### config.mk
export PLATFORM = sky130hd
export DESIGN_NAME = spi_mem_ctrl
export DESIGN_NICKNAME = d
export VERILOG_FILES = /design/src/rtl/spi_mem_ctrl_pkg.sv /design/src/rtl/spi_mem_arb.sv /design/src/rtl/spi_mem_ctrl.sv
export SDC_FILE = /design/constraint.sdc
export NUM_CORES = 2
export LEC_CHECK = 0
export CORE_MARGIN = 2
export CORE_UTILIZATION = 58
export DETAILED_ROUTE_END_ITERATION = 10
export PLACE_DENSITY_LB_ADDON = 0.05
export SYNTH_ARGS = -nofsm -noshare
export SYNTH_HDL_FRONTEND = slang
export SYNTH_HIERARCHICAL = 1
export SYNTH_SLANG_ARGS = --single-unit
### constraint.sdc
create_clock -name clk -period 5.7 [get_ports clk]
set_clock_uncertainty 0.1 [all_clocks]
set_input_delay 1.14 -clock clk [delete_from_list [all_inputs] [get_ports clk]]
set_output_delay 1.14 -clock clk [all_outputs]
set_load 0.005 [all_outputs]
### src/rtl/spi_mem_ctrl_pkg.sv
// Shared types for the SPI command controller: frame commands, arbiter states, reply hold default.
// No logic; latency n/a.
// Backpressure n/a.
package spi_mem_pkg;

  typedef enum logic [1:0] {
    CMD_WR_ADDR = 2'b00,
    CMD_WR_DATA = 2'b01,
    CMD_RD_ADDR = 2'b10,
    CMD_RD_DATA = 2'b11
  } cmd_e;

  typedef enum logic [1:0] {
    ARB_IDLE     = 2'd0,
    ARB_ACC_SPI  = 2'd1,
    ARB_ACC_HOST = 2'd2
  } arb_state_e;

  localparam int TX_HOLD_DEF = 10;
  localparam int HOLD_CNT_W  = 4;

  // Only data commands touch memory; address commands are register updates.
  function automatic logic is_mem_cmd(input cmd_e c);
    return (c == CMD_WR_DATA) || (c == CMD_RD_DATA);
  endfunction

endpackage

### src/rtl/spi_mem_arb.sv
// Round-robin arbiter between the SPI pending request and the host port.
// Latency: grant state one cycle after a request is seen in IDLE; each access state lasts one cycle.
// Backpressure: requesters hold their request until their access state is reached.
module spi_mem_arb
  import spi_mem_pkg::*;
(
  input  logic clk,
  input  logic rst,
  input  logic spi_req,
  input  logic host_req,
  output logic spi_acc,
  output logic host_acc
);

  arb_state_e state;
  arb_state_e state_nxt;
  logic       last_host;
  logic       last_host_nxt;

  always_ff @(posedge clk or posedge rst) begin
    if (rst) begin
      state     <= ARB_IDLE;
      last_host <= 1'b1;
    end else begin
      state     <= state_nxt;
      last_host <= last_host_nxt;
    end
  end

  always_comb begin
    state_nxt     = ARB_IDLE;
    last_host_nxt = last_host;
    spi_acc       = 1'b0;
    host_acc      = 1'b0;
    case (state)
      ARB_IDLE: begin
        // On a tie the requester that did not win last time goes first.
        if (spi_req && (!host_req || last_host)) begin
          state_nxt     = ARB_ACC_SPI;
          last_host_nxt = 1'b0;
        end else if (host_req) begin
          state_nxt     = ARB_ACC_HOST;
          last_host_nxt = 1'b1;
        end
      end
      ARB_ACC_SPI:  spi_acc  = 1'b1;
      ARB_ACC_HOST: host_acc = 1'b1;
      default:      state_nxt = ARB_IDLE;
    endcase
  end

endmodule

### src/rtl/spi_mem_ctrl.sv
// SPI frame decoder plus shared single-port memory with host port; optional SPI_MEM_CTRL_AUTOINC_EN.
// Latency: frame edge E -> pending E+1 -> access E+1 -> tx_valid E+2; host grant next edge, rdata one after.
// Backpressure: one-deep SPI pending slot, extra frames dropped and flagged by sticky overrun.
module spi_mem_ctrl
  import spi_mem_pkg::*;
#(
  parameter int MEM_DEPTH = 256,
  parameter int ADDR_SIZE = 8,
  parameter int TX_HOLD   = TX_HOLD_DEF
) (
  input  logic                 clk,
  input  logic                 rst,
  input  logic [9:0]           rx_data,
  input  logic                 rx_valid,
  output logic [7:0]           tx_data,
  output logic                 tx_valid,
  input  logic                 host_req,
  input  logic                 host_we,
  input  logic [ADDR_SIZE-1:0] host_addr,
  input  logic [7:0]           host_wdata,
  output logic                 host_gnt,
  output logic                 host_rvalid,
  output logic [7:0]           host_rdata,
  output logic                 overrun
);

  localparam logic [ADDR_SIZE-1:0]  ADDR_ONE  = 1;
  localparam logic [HOLD_CNT_W-1:0] HOLD_INIT = HOLD_CNT_W'(TX_HOLD);
  localparam logic [HOLD_CNT_W-1:0] HOLD_ONE  = 1;

  logic [7:0] mem [MEM_DEPTH];

  logic                  rx_prev;
  logic                  accept;
  cmd_e                  cmd;
  logic [ADDR_SIZE-1:0]  payload_addr;
  logic                  mem_cmd;
  logic                  drop;
  logic                  load;

  logic                  pend_vld;
  logic                  pend_we;
  logic [ADDR_SIZE-1:0]  pend_addr;
  logic [7:0]            pend_data;

  logic [ADDR_SIZE-1:0]  wr_addr;
  logic [ADDR_SIZE-1:0]  rd_addr;
  logic [ADDR_SIZE-1:0]  wr_addr_eff;
  logic [ADDR_SIZE-1:0]  rd_addr_eff;

  logic                  spi_acc;
  logic                  host_acc;
  logic [HOLD_CNT_W-1:0] hold_cnt;

  assign accept       = rx_valid && !rx_prev;
  assign cmd          = cmd_e'(rx_data[9:8]);
  assign payload_addr = rx_data[ADDR_SIZE-1:0];
  assign mem_cmd      = accept && is_mem_cmd(cmd);
  // A frame landing in the same cycle the slot drains takes the slot instead of overrunning.
  assign drop         = mem_cmd && pend_vld && !spi_acc;
  assign load         = mem_cmd && !drop;

  spi_mem_arb u_arb (
    .clk      (clk),
    .rst      (rst),
    .spi_req  (pend_vld),
    .host_req (host_req),
    .spi_acc  (spi_acc),
    .host_acc (host_acc)
  );

  assign host_gnt = host_acc;
  assign tx_valid = (hold_cnt != '0);

  // Effective address after any increment from the access completing this cycle, so a
  // frame accepted in that same cycle captures the post-increment address.
  always_comb begin
    wr_addr_eff = wr_addr;
    rd_addr_eff = rd_addr;
`ifdef SPI_MEM_CTRL_AUTOINC_EN
    if (spi_acc && pend_we)  wr_addr_eff = wr_addr + ADDR_ONE;
    if (spi_acc && !pend_we) rd_addr_eff = rd_addr + ADDR_ONE;
`endif
  end

  always_ff @(posedge clk or posedge rst) begin
    if (rst) begin
      rx_prev <= 1'b0;
      wr_addr <= '0;
      rd_addr <= '0;
    end else begin
      rx_prev <= rx_valid;
      wr_addr <= (accept && cmd == CMD_WR_ADDR) ? payload_addr : wr_addr_eff;
      rd_addr <= (accept && cmd == CMD_RD_ADDR) ? payload_addr : rd_addr_eff;
    end
  end

  always_ff @(posedge clk or posedge rst) begin
    if (rst) begin
      pend_vld  <= 1'b0;
      pend_we   <= 1'b0;
      pend_addr <= '0;
      pend_data <= '0;
      overrun   <= 1'b0;
    end else begin
      if (load) begin
        pend_vld  <= 1'b1;
        pend_we   <= (cmd == CMD_WR_DATA);
        pend_addr <= (cmd == CMD_WR_DATA) ? wr_addr_eff : rd_addr_eff;
        pend_data <= rx_data[7:0];
      end else if (spi_acc) begin
        pend_vld  <= 1'b0;
      end
      if (drop) overrun <= 1'b1;
    end
  end

  always_ff @(posedge clk or posedge rst) begin
    if (rst) begin
      tx_data  <= '0;
      hold_cnt <= '0;
    end else if (spi_acc && !pend_we) begin
      tx_data  <= mem[pend_addr];
      hold_cnt <= HOLD_INIT;
    end else if (hold_cnt != '0) begin
      hold_cnt <= hold_cnt - HOLD_ONE;
    end
  end

  always_ff @(posedge clk or posedge rst) begin
    if (rst) begin
      host_rvalid <= 1'b0;
      host_rdata  <= '0;
    end else begin
      host_rvalid <= host_acc && !host_we;
      if (host_acc && !host_we) host_rdata <= mem[host_addr];
    end
  end

  // Writes are keyed off the arbiter state, which reset clears asynchronously.
  always_ff @(posedge clk) begin
    if (spi_acc && pend_we)        mem[pend_addr] <= pend_data;
    else if (host_acc && host_we)  mem[host_addr] <= host_wdata;
  end

endmodule

==> run summary <==
The initial cell density of the core was 58.28%; the first-pass GRT wire length was 454.2 mm. The critical path is of the flip-flop to flip-flop type. The clock drives 2,108 sinks. The clock reaches the later pin of the worst-skew pair after 0.89 ns.

The number of max-slew violations in the final report was 0. The floorplan has 151 rows. At the pin with the least slew margin, the transition time is 1.339 ns. The tools report the final setup TNS as 0 ns. The share of power burned in the clock network is 27.9%.

After synthesis, the netlist uses 65 different library cells. The total I/O pin count came out at 51. Clock tree synthesis selected as its root buffer the cell clkbuf_16.

In the final layout, the share of cells above drive strength 1 is 28.27%. The final critical path takes up 83.45% of the cycle. The detail route stage leaves a number of antenna-violating nets equal to 0. The number of global-route vias before repair was 58,080. Setup repair after global routing left no endpoint under its margin.

The count of flip-flops with a built-in enable after synthesis is 2,048, and the count of mapped cells out of synthesis is 5,431. The data required time of the critical path was 6.07 ns; the first-iteration detailed-routing DRC count was 9,534. The logs give 37.98% for the global router's overall resource usage and 33.97 mW for the internal power component. The placeable core region was 168,900 µm²; the highest net fanout along the worst path was 10. The tools report the quantity of gates resized following cts as 0.

The die is 416.0 µm wide. Setup violations remaining at the end of the flow were counted as 0. TritonCTS built the clock tree. For this run, the number of Yosys warnings is 6. After the last flow step, the layout net total stands at 5,610.

The run gives 32.9% as the fraction of power consumed by combinational cells. Data arrives at the worst endpoint at 5.13 ns. Of all flip-flops after synthesis, the portion carrying an async set or reset was 2.846%. The final critical path time including I/O delays and setup is 4.757 ns, and the sequential standard cell area is 63,020 µm².

The post-synthesis area per instance is 18.12 µm², and the final setup slack of the worst path is 0.9431 ns. The number of buffer cells added on primary ports is 50. The most used flip-flop cell after synthesis is edfxtp_1. The tools report the number of vias after detailed routing as 59,990. The die is 416.0 µm tall. The design draws 52.41 mW. In the final layout, the multi-input gates occupy 33,340 µm².

Detailed placement finished with a half-perimeter wire length of 218.0 mm. In this run the power density over the cells is 476.9 nW/µm². Timing analysis after detailed placement gives a worst setup slack of 0.4476 ns.

The pin count of the biggest net entering global routing was 150; the area enclosed by the die boundary was 173,000 µm². The min-delay analysis places its worst path in the category flip-flop to flip-flop. Summed over all layers, the global routing overflow is 0.

The maximum clock insertion buffer count is 3, and the weighted congestion reported at the end of routability-driven placement is 1.055. Kind of start point of the critical path: a flip-flop. Dividing the detail-routed via count by the number of cells gives 7.514. The worst voltage drop across the vdd grid was 0.5320 mV.

The logs give 5,464 for the total nets after synthesis and 13 for the number of antenna violations at the first check in global routing. The number of buffers created by CTS was 213; the count of filler cells inserted in the layout was 11,550. Static leakage: 34.82 nW.

The first TritonRoute pass finished after 8 iterations. The depth of the CTS H-tree is 4, and the headroom to the max-slew limit is 10.76%. Total of hold buffers inserted after clock tree synthesis: 0.

Timing would allow up to 210.2 MHz. The flow ran to the end, and the final reports show no timing, DRC or antenna violations. In the routed design, unresolved DRC markers number 0. The share of total power consumed by net switching is 35.18%. Of the total power, registers draw 39.2%. The proportion of synthesized chip area in sequential cells was 64.00%; the area growth from synthesis to layout was 11.64%.

The analysis attributes to net switching a power of 18.44 mW. For this block, the routed nets add up to 327.6 mm of wire. After synthesis the netlist holds a flip-flop and latch count of 2,108. The number of hold violations in the final report was 0; the number of stages on the worst hold path was 1. After clock tree synthesis, the setup repair step added 0 buffers.

Depth of the worst register-to-register path: 9. STA classifies the critical path endpoint as a flip-flop. After clock tree synthesis, the clock-pin slew on the worst setup and hold paths is 0.06 ns. The run gives 98,440 µm² as the combined area of all synthesized cells. The tools report the max-cap violation count as 0. In the final routed layout, each cell accounts on average for 41.03 µm.
## metal layers
metal / part of all wire, % / vias to the layer above / global-route usage (%) / wire, µm
met5: 0.024 / - / 0 / 80
met4: 5.4 / 12 / 17.76 / 17760
met3: 13 / 741 / 11.45 / 42510
met2: 45 / 4250 / 55.88 / 147600
met1: 37 / 31660 / 52.66 / 119700
li1: - / 23330 / - / -
## worst max-delay path, stage by stage (launching register included)
cell      delay, ns
dfrtp_1        0.40
nor2b_1        0.64
nand2_1        0.19
a21oi_2        0.40
and3_1         0.22
a31oi_1        0.07
or2_2          0.38
nand2b_1       0.82
buf_4          0.54
nor2_1         0.60
## stage by stage
stage          util, %  area (µm²)  instances  hold slack (ns)
2_1_floorplan        -       98460       5431           0.3343
3_3_place_gp     60.77      102600       7579           0.3668
3_5_place_dp     60.78      102700       7580           0.3698
4_1_cts          65.05      109900       7977           0.3479
5_1_grt          65.06      109900       7979           0.4065
6_report         65.06      109900       7984           0.3897
## worst paths after layout
kind	start	to	slack [ns]
max	u_arb/state[0]	mem[7][0]	0.94
min	pend_vld	u_arb/state[1]	0.39
max reg2reg	u_arb/state[0]	mem[7][0]	0.94
min reg2reg	pend_vld	u_arb/state[1]	0.39
max in group asynchronous	rst	host_rdata[1]	3.80
min in group asynchronous	rst	u_arb/state[0]	0.40
## power by group through the flow
| stage | registers, mW | logic (mW) | clock network, mW |
|---|---|---|---|
| floorplan | 20.8 | 9.77 | 0 |
| global placement | 20.8 | 16.6 | 0 |
| detailed placement | 20.8 | 16.8 | 0 |
| CTS | 20.5 | 16.8 | 14.7 |
| global route | 20.5 | 17.6 | 15.3 |
| finish | 20.5 | 17.2 | 14.6 |
## flip-flops by register name, indices dropped and copies added (netlist names), 2 cells and up
signal / cells
u_arb/state: 2
pend_data: 8
rd_addr: 8
pend_addr: 8
hold_cnt: 4
host_rdata: 8
wr_addr: 8
tx_data: 8
mem: 2048
## cell type report
type,instances,share of cell area [%]
tap,2218,2.525
timing repair buffer,368,3.138
sequential,2108,57.35
inverter,19,0.06717
clock buffer,259,5.104
antenna,7,0.01594
multi-input combinational,2867,30.33
clock inverter,138,1.470
## kinds of logic after synthesis
| logic type | after synthesis | synth area share (%) |
|---|---|---|
| simple gates | 739 | 3.319 |
| fa+ha+maj | 2 | 0.02542 |
| buf+inv | 456 | 2.334 |
| mux | 1383 | 25.02 |
| xor+xnor | 3 | 0.02670 |
| compound gates | 740 | 5.272 |
| flops | 2108 | 64.00 |
## cell usage after synthesis, types with 10 or more instances
cell / n / area [µm²]
edfxtp_1: 2048 / 61500
mux4_2: 855 / 19260
mux2i_1: 458 / 4584
nor2_1: 324 / 1216
nand2_1: 195 / 732.0
clkbuf_1: 187 / 701.9
o22ai_1: 177 / 1107
o221ai_1: 124 / 1086
buf_2: 123 / 615.6
a21oi_1: 85 / 425.4
o21ai_0: 83 / 415.4
a22oi_1: 74 / 555.5
mux2_2: 70 / 788.3
buf_4: 67 / 503.0
dfrtp_1: 59 / 1476
a221oi_1: 45 / 394.1
nand3_1: 44 / 220.2
nor3_1: 42 / 210.2
a211oi_1: 41 / 307.8
buf_1: 36 / 135.1
nand2b_1: 34 / 212.7
buf_6: 24 / 270.3
or2_2: 23 / 143.9
inv_1: 19 / 71.32
nor4_1: 19 / 118.9
o2111ai_1: 16 / 140.1
a211o_1: 15 / 131.4
a31oi_1: 13 / 81.33
nor2b_1: 11 / 68.82
and3_1: 10 / 62.56
o31ai_1: 10 / 75.07
## cells in the final DEF, fill, tap and decap left out, types with 44 or more instances in the layout
cell,synthesis,layout
buf_4,67,273
edfxtp_1,2048,2048
a22oi_1,74,74
nor2_1,324,323
mux4_2,855,855
a221oi_1,45,45
buf_12,0,44
clkbuf_16,0,218
a21oi_1,85,84
nand3_1,44,44
clkdlybuf4s50_1,0,46
o21ai_0,83,83
o22ai_1,177,177
mux2i_1,458,458
nand2_1,195,186
dfrtp_1,59,53
o221ai_1,124,124
mux2_2,70,70
Note: power is estimated with default switching activity, not from simulation.
